**src/rtl/op_frame_pkg.sv**
```systemverilog
// Shared types and constants for the opcode frame parser.
// Latency: n/a (types, constants and a pure helper function only).
// Backpressure: n/a.
package op_frame_pkg;

   // Default data/operand width in bits
   localparam int OP_FRAME_W_DEFAULT = 8;

   // Opcode carried in bits [2:0] of the first frame byte
   typedef enum logic [2:0] {
      OP_ADD = 3'd0,
      OP_SUB = 3'd1,
      OP_AND = 3'd2,
      OP_OR  = 3'd3,
      OP_XOR = 3'd4,
      OP_SHL = 3'd5,
      OP_SHR = 3'd6,
      OP_NOT = 3'd7
   } op_t;

   // Parser states; the checksum state exists only in checksum builds
   typedef enum logic [2:0] {
      ST_IDLE    = 3'd0,
      ST_GET_A   = 3'd1,
      ST_GET_B   = 3'd2,
`ifdef OP_FRAME_CHECKSUM_EN
      ST_GET_CHK = 3'd3,
`endif
      ST_HOLD    = 3'd4
   } state_t;

   // Saturating 8-bit increment used by the rejection counter
   function automatic logic [7:0] sat_inc8(input logic [7:0] v);
      return (v == 8'hFF) ? v : v + 8'd1;
   endfunction

endpackage

```
**src/rtl/op_frame_chk.sv**
```systemverilog
// XOR checksum accumulator over the opcode, A and B bytes of a frame.
// Latency: accumulator updates on the clock edge; match is combinational on din.
// Backpressure: none; the parser decides when a byte is accepted.
module op_frame_chk
   import op_frame_pkg::*;
#(
   parameter int W = OP_FRAME_W_DEFAULT
) (
   input  logic         clk,
   input  logic         rst,
   input  logic         clr,
   input  logic         acc_en,
   input  logic [W-1:0] din,
   output logic         match
);

   logic [W-1:0] acc_q;
   logic [W-1:0] acc_d;

   // Next accumulator: clear+accumulate together loads the first byte of a new frame
   always_comb begin
      acc_d = acc_q;
      if (clr && acc_en) begin
         acc_d = din;
      end else if (clr) begin
         acc_d = '0;
      end else if (acc_en) begin
         acc_d = acc_q ^ din;
      end
   end

   // Accumulator register, cleared by the asynchronous active-low reset
   always_ff @(posedge clk or negedge rst) begin
      if (!rst) begin
         acc_q <= '0;
      end else begin
         acc_q <= acc_d;
      end
   end

   assign match = (acc_q == din);

endmodule

```
**src/rtl/op_frame_parser.sv**
```systemverilog
// Parses opcode/A/B byte frames (optional trailing XOR checksum with OP_FRAME_CHECKSUM_EN).
// Latency: out_valid rises the cycle after the last frame byte; frame period = bytes + 1.
// Backpressure: in_ready drops while a parsed frame waits in HOLD for out_ready.
module op_frame_parser
   import op_frame_pkg::*;
#(
   parameter int W = OP_FRAME_W_DEFAULT
) (
   input  logic         clk,
   input  logic         rst,
   input  logic [W-1:0] in_data,
   input  logic         in_valid,
   output logic         in_ready,
   output logic [2:0]   out_op,
   output logic [W-1:0] out_a,
   output logic [W-1:0] out_b,
   output logic         out_valid,
   input  logic         out_ready,
   output logic         err,
   output logic [7:0]   frame_cnt,
   output logic [7:0]   err_cnt
);

   state_t       state_q, state_d;
   op_t          op_q, op_d;
   logic [W-1:0] a_q, a_d;
   logic [W-1:0] b_q, b_d;
   logic         err_q, err_d;
   logic [7:0]   frame_cnt_q, frame_cnt_d;
   logic [7:0]   err_cnt_q, err_cnt_d;

   logic         xfer;
   logic         hdr_ok;

   assign xfer   = in_valid & in_ready;
   // Opcode byte is only legal when every bit above the 3-bit opcode is zero
   assign hdr_ok = (in_data[W-1:3] == '0);

`ifdef OP_FRAME_CHECKSUM_EN
   logic chk_clr;
   logic chk_acc;
   logic chk_match;

   op_frame_chk #(
      .W (W)
   ) u_chk (
      .clk    (clk),
      .rst    (rst),
      .clr    (chk_clr),
      .acc_en (chk_acc),
      .din    (in_data),
      .match  (chk_match)
   );
`endif

   // Next-state, datapath capture, counters and handshake outputs
   always_comb begin
      state_d     = state_q;
      op_d        = op_q;
      a_d         = a_q;
      b_d         = b_q;
      err_d       = 1'b0;
      frame_cnt_d = frame_cnt_q;
      err_cnt_d   = err_cnt_q;
      in_ready    = 1'b1;
      out_valid   = 1'b0;
`ifdef OP_FRAME_CHECKSUM_EN
      chk_clr     = 1'b0;
      chk_acc     = 1'b0;
`endif
      case (state_q)
         ST_IDLE: begin
            if (xfer) begin
               op_d = op_t'(in_data[2:0]);
               if (hdr_ok) begin
                  state_d = ST_GET_A;
`ifdef OP_FRAME_CHECKSUM_EN
                  chk_clr = 1'b1;
                  chk_acc = 1'b1;
`endif
               end else begin
                  // Bad opcode byte: flag it and stay ready for the next frame start
                  err_d     = 1'b1;
                  err_cnt_d = sat_inc8(err_cnt_q);
               end
            end
         end
         ST_GET_A: begin
            if (xfer) begin
               a_d     = in_data;
               state_d = ST_GET_B;
`ifdef OP_FRAME_CHECKSUM_EN
               chk_acc = 1'b1;
`endif
            end
         end
         ST_GET_B: begin
            if (xfer) begin
               b_d = in_data;
`ifdef OP_FRAME_CHECKSUM_EN
               chk_acc = 1'b1;
               state_d = ST_GET_CHK;
`else
               state_d = ST_HOLD;
`endif
            end
         end
`ifdef OP_FRAME_CHECKSUM_EN
         ST_GET_CHK: begin
            if (xfer) begin
               if (chk_match) begin
                  state_d = ST_HOLD;
               end else begin
                  // Corrupt frame is dropped; captured fields are simply overwritten later
                  err_d     = 1'b1;
                  err_cnt_d = sat_inc8(err_cnt_q);
                  state_d   = ST_IDLE;
               end
            end
         end
`endif
         ST_HOLD: begin
            // Frame fields are frozen here: nothing above writes them in this state
            in_ready  = 1'b0;
            out_valid = 1'b1;
            if (out_ready) begin
               frame_cnt_d = frame_cnt_q + 8'd1;
               state_d     = ST_IDLE;
            end
         end
         default: begin
            state_d = ST_IDLE;
         end
      endcase
   end

   // State and datapath registers; reset discards any partial or pending frame
   always_ff @(posedge clk or negedge rst) begin
      if (!rst) begin
         state_q     <= ST_IDLE;
         op_q        <= OP_ADD;
         a_q         <= '0;
         b_q         <= '0;
         err_q       <= 1'b0;
         frame_cnt_q <= 8'd0;
         err_cnt_q   <= 8'd0;
      end else begin
         state_q     <= state_d;
         op_q        <= op_d;
         a_q         <= a_d;
         b_q         <= b_d;
         err_q       <= err_d;
         frame_cnt_q <= frame_cnt_d;
         err_cnt_q   <= err_cnt_d;
      end
   end

   assign out_op    = op_q;
   assign out_a     = a_q;
   assign out_b     = b_q;
   assign err       = err_q;
   assign frame_cnt = frame_cnt_q;
   assign err_cnt   = err_cnt_q;

endmodule

```
**config.mk**
```make
export PLATFORM = sky130hd
export DESIGN_NAME = op_frame_parser
export DESIGN_NICKNAME = d
export VERILOG_FILES = /design/src/rtl/op_frame_pkg.sv /design/src/rtl/op_frame_chk.sv /design/src/rtl/op_frame_parser.sv
export SDC_FILE = /design/constraint.sdc
export NUM_CORES = 1
export LEC_CHECK = 0
export BUFFER_PORTS_ARGS = -buffer_cell sky130_fd_sc_hd__buf_2
export CAP_MARGIN = 20
export CELL_PAD_IN_SITES_DETAIL_PLACEMENT = 1
export CELL_PAD_IN_SITES_GLOBAL_PLACEMENT = 1
export CORE_MARGIN = 3
export CORE_UTILIZATION = 42
export CTS_BUF_LIST = sky130_fd_sc_hd__clkbuf_4
export DETAILED_ROUTE_END_ITERATION = 10
export GPL_TIMING_DRIVEN = 1
export PLACE_DENSITY = 0.9
export SLEW_MARGIN = 20
export SYNTH_ARGS = -nofsm -noshare
export SYNTH_HDL_FRONTEND = slang
export SYNTH_SLANG_ARGS = --single-unit
```
**constraint.sdc**
```tcl
create_clock -name clk -period 2.1 [get_ports clk]
set_clock_uncertainty 0.1 [all_clocks]
set_input_delay 0.105 -clock clk [delete_from_list [all_inputs] [get_ports clk]]
set_output_delay 0.105 -clock clk [all_outputs]
set_load 0.01 [all_outputs]
```
==> flow_metrics.tcl <==
set metrics [dict create \
    outcome "finished, final reports clean" \
    initial_core_util 0.444 \
    maxSlewViolCount 0 \
    avgSynthCellArea_um2 13.8 \
    antenna_cells 0 \
    post_cts_buffers 0 \
    ios 50 \
    power.density_mw_per_mm2 978 \
    wl_met3_um 225 \
    dr_total_vias 1217 \
    crit_path_start_kind "input pin" \
    grt_pass1_wl_um 6560 \
    seqPwrFrac 0.525 \
    crit_type "input pin to register" \
    crit_path_start "in_data[3]" \
    cts_root_buffer "clkbuf_4" \
    utilization 0.570 \
    drt-met1-wl_um 1660 \
    grt_max_degree 40 \
    clk_latency_ps 360 \
    internal_power_w 0.00137 \
    synth.distinct_cells 34 \
    r2r-start "state_q[2]" \
    fp-row-count 22 \
    layout_setup_ws_ps 157 \
    detailedRoute.firstIterationViolations 74 \
    grt_use_total 0.196 \
    setup_viol 0 \
    setup_tns_ps 0 \
    antenna_found_initial 0 \
    netlist_area_mm2 0.00166 \
    viasPerCell 5.18 \
    path_max_fanout 9 \
    period_share 0.925 \
    pre_cts_ws_ps 196 \
    relSlewSlack 0.443 \
    die_x_um 68.9 \
    cts.sinks 39 \
    clockPowerShare 0.184 \
    switching_share 0.341 \
    hold_class "input pin to asynchronous set/reset pin" \
    ys_ff_latch 39 \
    dp_hpwl_um 2880 \
    synth_cells 120 \
    cts_max_level 2 \
    die_h_um 68.9 \
    core_area_mm2 0.00374 \
    end_kind "register" \
    async_reset_ff_frac 1.00 \
    syn_nets 134 \
    max_cap_viol_count 0 \
    yosysTopAreaCell "dfrtp_1" \
    synth_edf_count 0 \
    synthTopCellsByArea "dfrtp_1 (59%), mux2_2 (14%), xnor2_1 (4.7%)" \
    critical_path.cell_chain "dlygate4sd3_1 -> buf_2 -> or4_4 -> o21a_1 -> and2_4 -> mux2_4" \
    max_slew.worst_pin.slew_ps 835 \
    nets 200 \
    die_area_mm2 0.00474 \
    post_cts_resized 0 \
    max_freq_ghz 0.515 \
    drt_pass1_iterations 2 \
    tritoncts "done" \
    slowest_delay_ps 540 \
    grt_pass1_vias 1322 \
    clk_pin_slew_ps 110 \
    grt_setup_unrepaired "false" \
    p_leak_nw 1.07 \
    hold_viol 0 \
    period_minus_slack_ps 1940 \
    peakVddDrop_mv 0.461 \
    drc 0 \
    area_growth_pct 28.4 \
    r2r_cells 4 \
    overflow 0 \
    cp.arrival_ps 2100 \
    wl_met2_um 2110 \
    synth_top_cell_area_share 0.588 \
    clockBufferDepth 2 \
    synthFlopType "dfrtp_1" \
    drt-total-wl_um 4040 \
    detail-route-antenna-nets 0 \
    wl_per_cell_um 17.2 \
    timing.rr.end "err_cnt[1]" \
    top_layer "met4" \
    cpMaxStageDelayCell "dlygate4sd3_1" \
    gp_congestion 0.797 \
    drive_gt1_frac 0.465 \
    ys_seq_area_frac 0.588 \
    port_buffers 49 \
    power.switching_w 0.000712 \
    p_comb_frac 0.291 \
    cts_buffers 5 \
    yosys_warnings 0 \
    critPathCapture "err_cnt[1]" \
    r2r_slack_ps 190 \
    critical_path_required_ps 2250 \
]
placed cells by master, fill, tap and decap left out, drive strengths merged, types with 2 or more instances in the layout:
cell type,n
xor2,2
xnor2,9
dfrtp,39
nor3,3
ha,2
a31oi,2
buf,52
clkbuf,6
nand2,5
nand4,6
a21oi,4
nand3,3
dlygate4sd3,11
clkinv,2
and3,4
and2,2
mux2,22
Yosys cell counts (2+ instances only):
master and count:
nand4_1 6, nor3_1 2, buf_2 2, xor2_1 2, nand3_1 3, a31oi_1 2, dfrtp_1 39, and3_1 3
ha_1 2, nand2_1 5, a21oi_1 4, xnor2_1 9, mux2_2 20
flip-flops by register name, indices dropped and copies added (netlist names):
signal	count
err	1
err_cnt	8
frame_cnt	8
out_a	8
out_b	8
out_op	3
state_q	3
metrics by stage:
stage | hold WS [ps] | cells | total power [W] | instance area [um2]
2_1_floorplan | -291 | 120 | 0.00140 | 1660
3_3_place_gp | 130 | 216 | 0.00165 | 1970
3_5_place_dp | 163 | 216 | 0.00171 | 1970
4_1_cts | 307 | 235 | 0.00211 | 2130
5_1_grt | 365 | 235 | 0.00223 | 2130
6_report | 277 | 235 | 0.00208 | 2130
what timing repair did:
| item | in CTS | in global routing |
|---|---|---|
| endpoints found under the hold margin | 60 | 0 |
| hold buffers | 11 | 0 |
| endpoints found under the setup margin | 0 | 0 |
final cells by class:
class                      instances  area (um2)
tap                               48        60.1
sequential                        39         976
inverter                           1        3.75
multi-input combinational         76         662
clock buffer                       6        45.0
timing repair buffer              63         378
clock inverter                     2        7.51
fill                             423        1610
power groups by stage:
| stage | logic [W] | registers [W] | clock network (W) |
|---|---|---|---|
| after global routing | 0.000670 | 0.00112 | 0.000437 |
| after detailed placement | 0.000597 | 0.00111 | 0 |
| after global placement | 0.000563 | 0.00109 | 0 |
| final | 0.000606 | 0.00109 | 0.000384 |
| after floorplan | 0.000245 | 0.00116 | 0 |
| after CTS | 0.000616 | 0.00110 | 0.000393 |
routing by layer:
layer / track usage / up-vias
met4: 0.0438 / 0
met2: 0.348 / 36
met3: 0.0697 / 4
met1: 0.225 / 612
li1: - / 565
met5: 0 / -
logic make-up (layout without fill, tap and decap cells):
| family | count (synthesis) | count (layout) | share of synthesized area |
|---|---|---|---|
| AOI/OAI and AO/OA | 8 | 8 | 0.0286 |
| xor gates and xnor gates | 11 | 11 | 0.0580 |
| and+or+nand+nor | 32 | 32 | 0.136 |
| adders and majority gates | 2 | 2 | 0.0151 |
| DFF | 39 | 39 | 0.588 |
| muxes | 23 | 23 | 0.157 |
| buffers and inverters | 5 | 72 | 0.0173 |
worst min-delay path by stage:
stage,to,slack (ps),cells past startpoint
after floorplan,err,-290,0
after CTS,out_a[6],310,2
after detailed placement,out_a[6],160,1
final,out_a[6],280,2
after global routing,out_op[0],370,2
after global placement,out_b[6],130,1
critical path: cells and delay by family:
family | cells | cell delay (ps)
simple gates | 2 | 740
buf+inv | 2 | 680
mux | 1 | 290
compound gates | 1 | 290
Power figures use the tool's default switching activity.
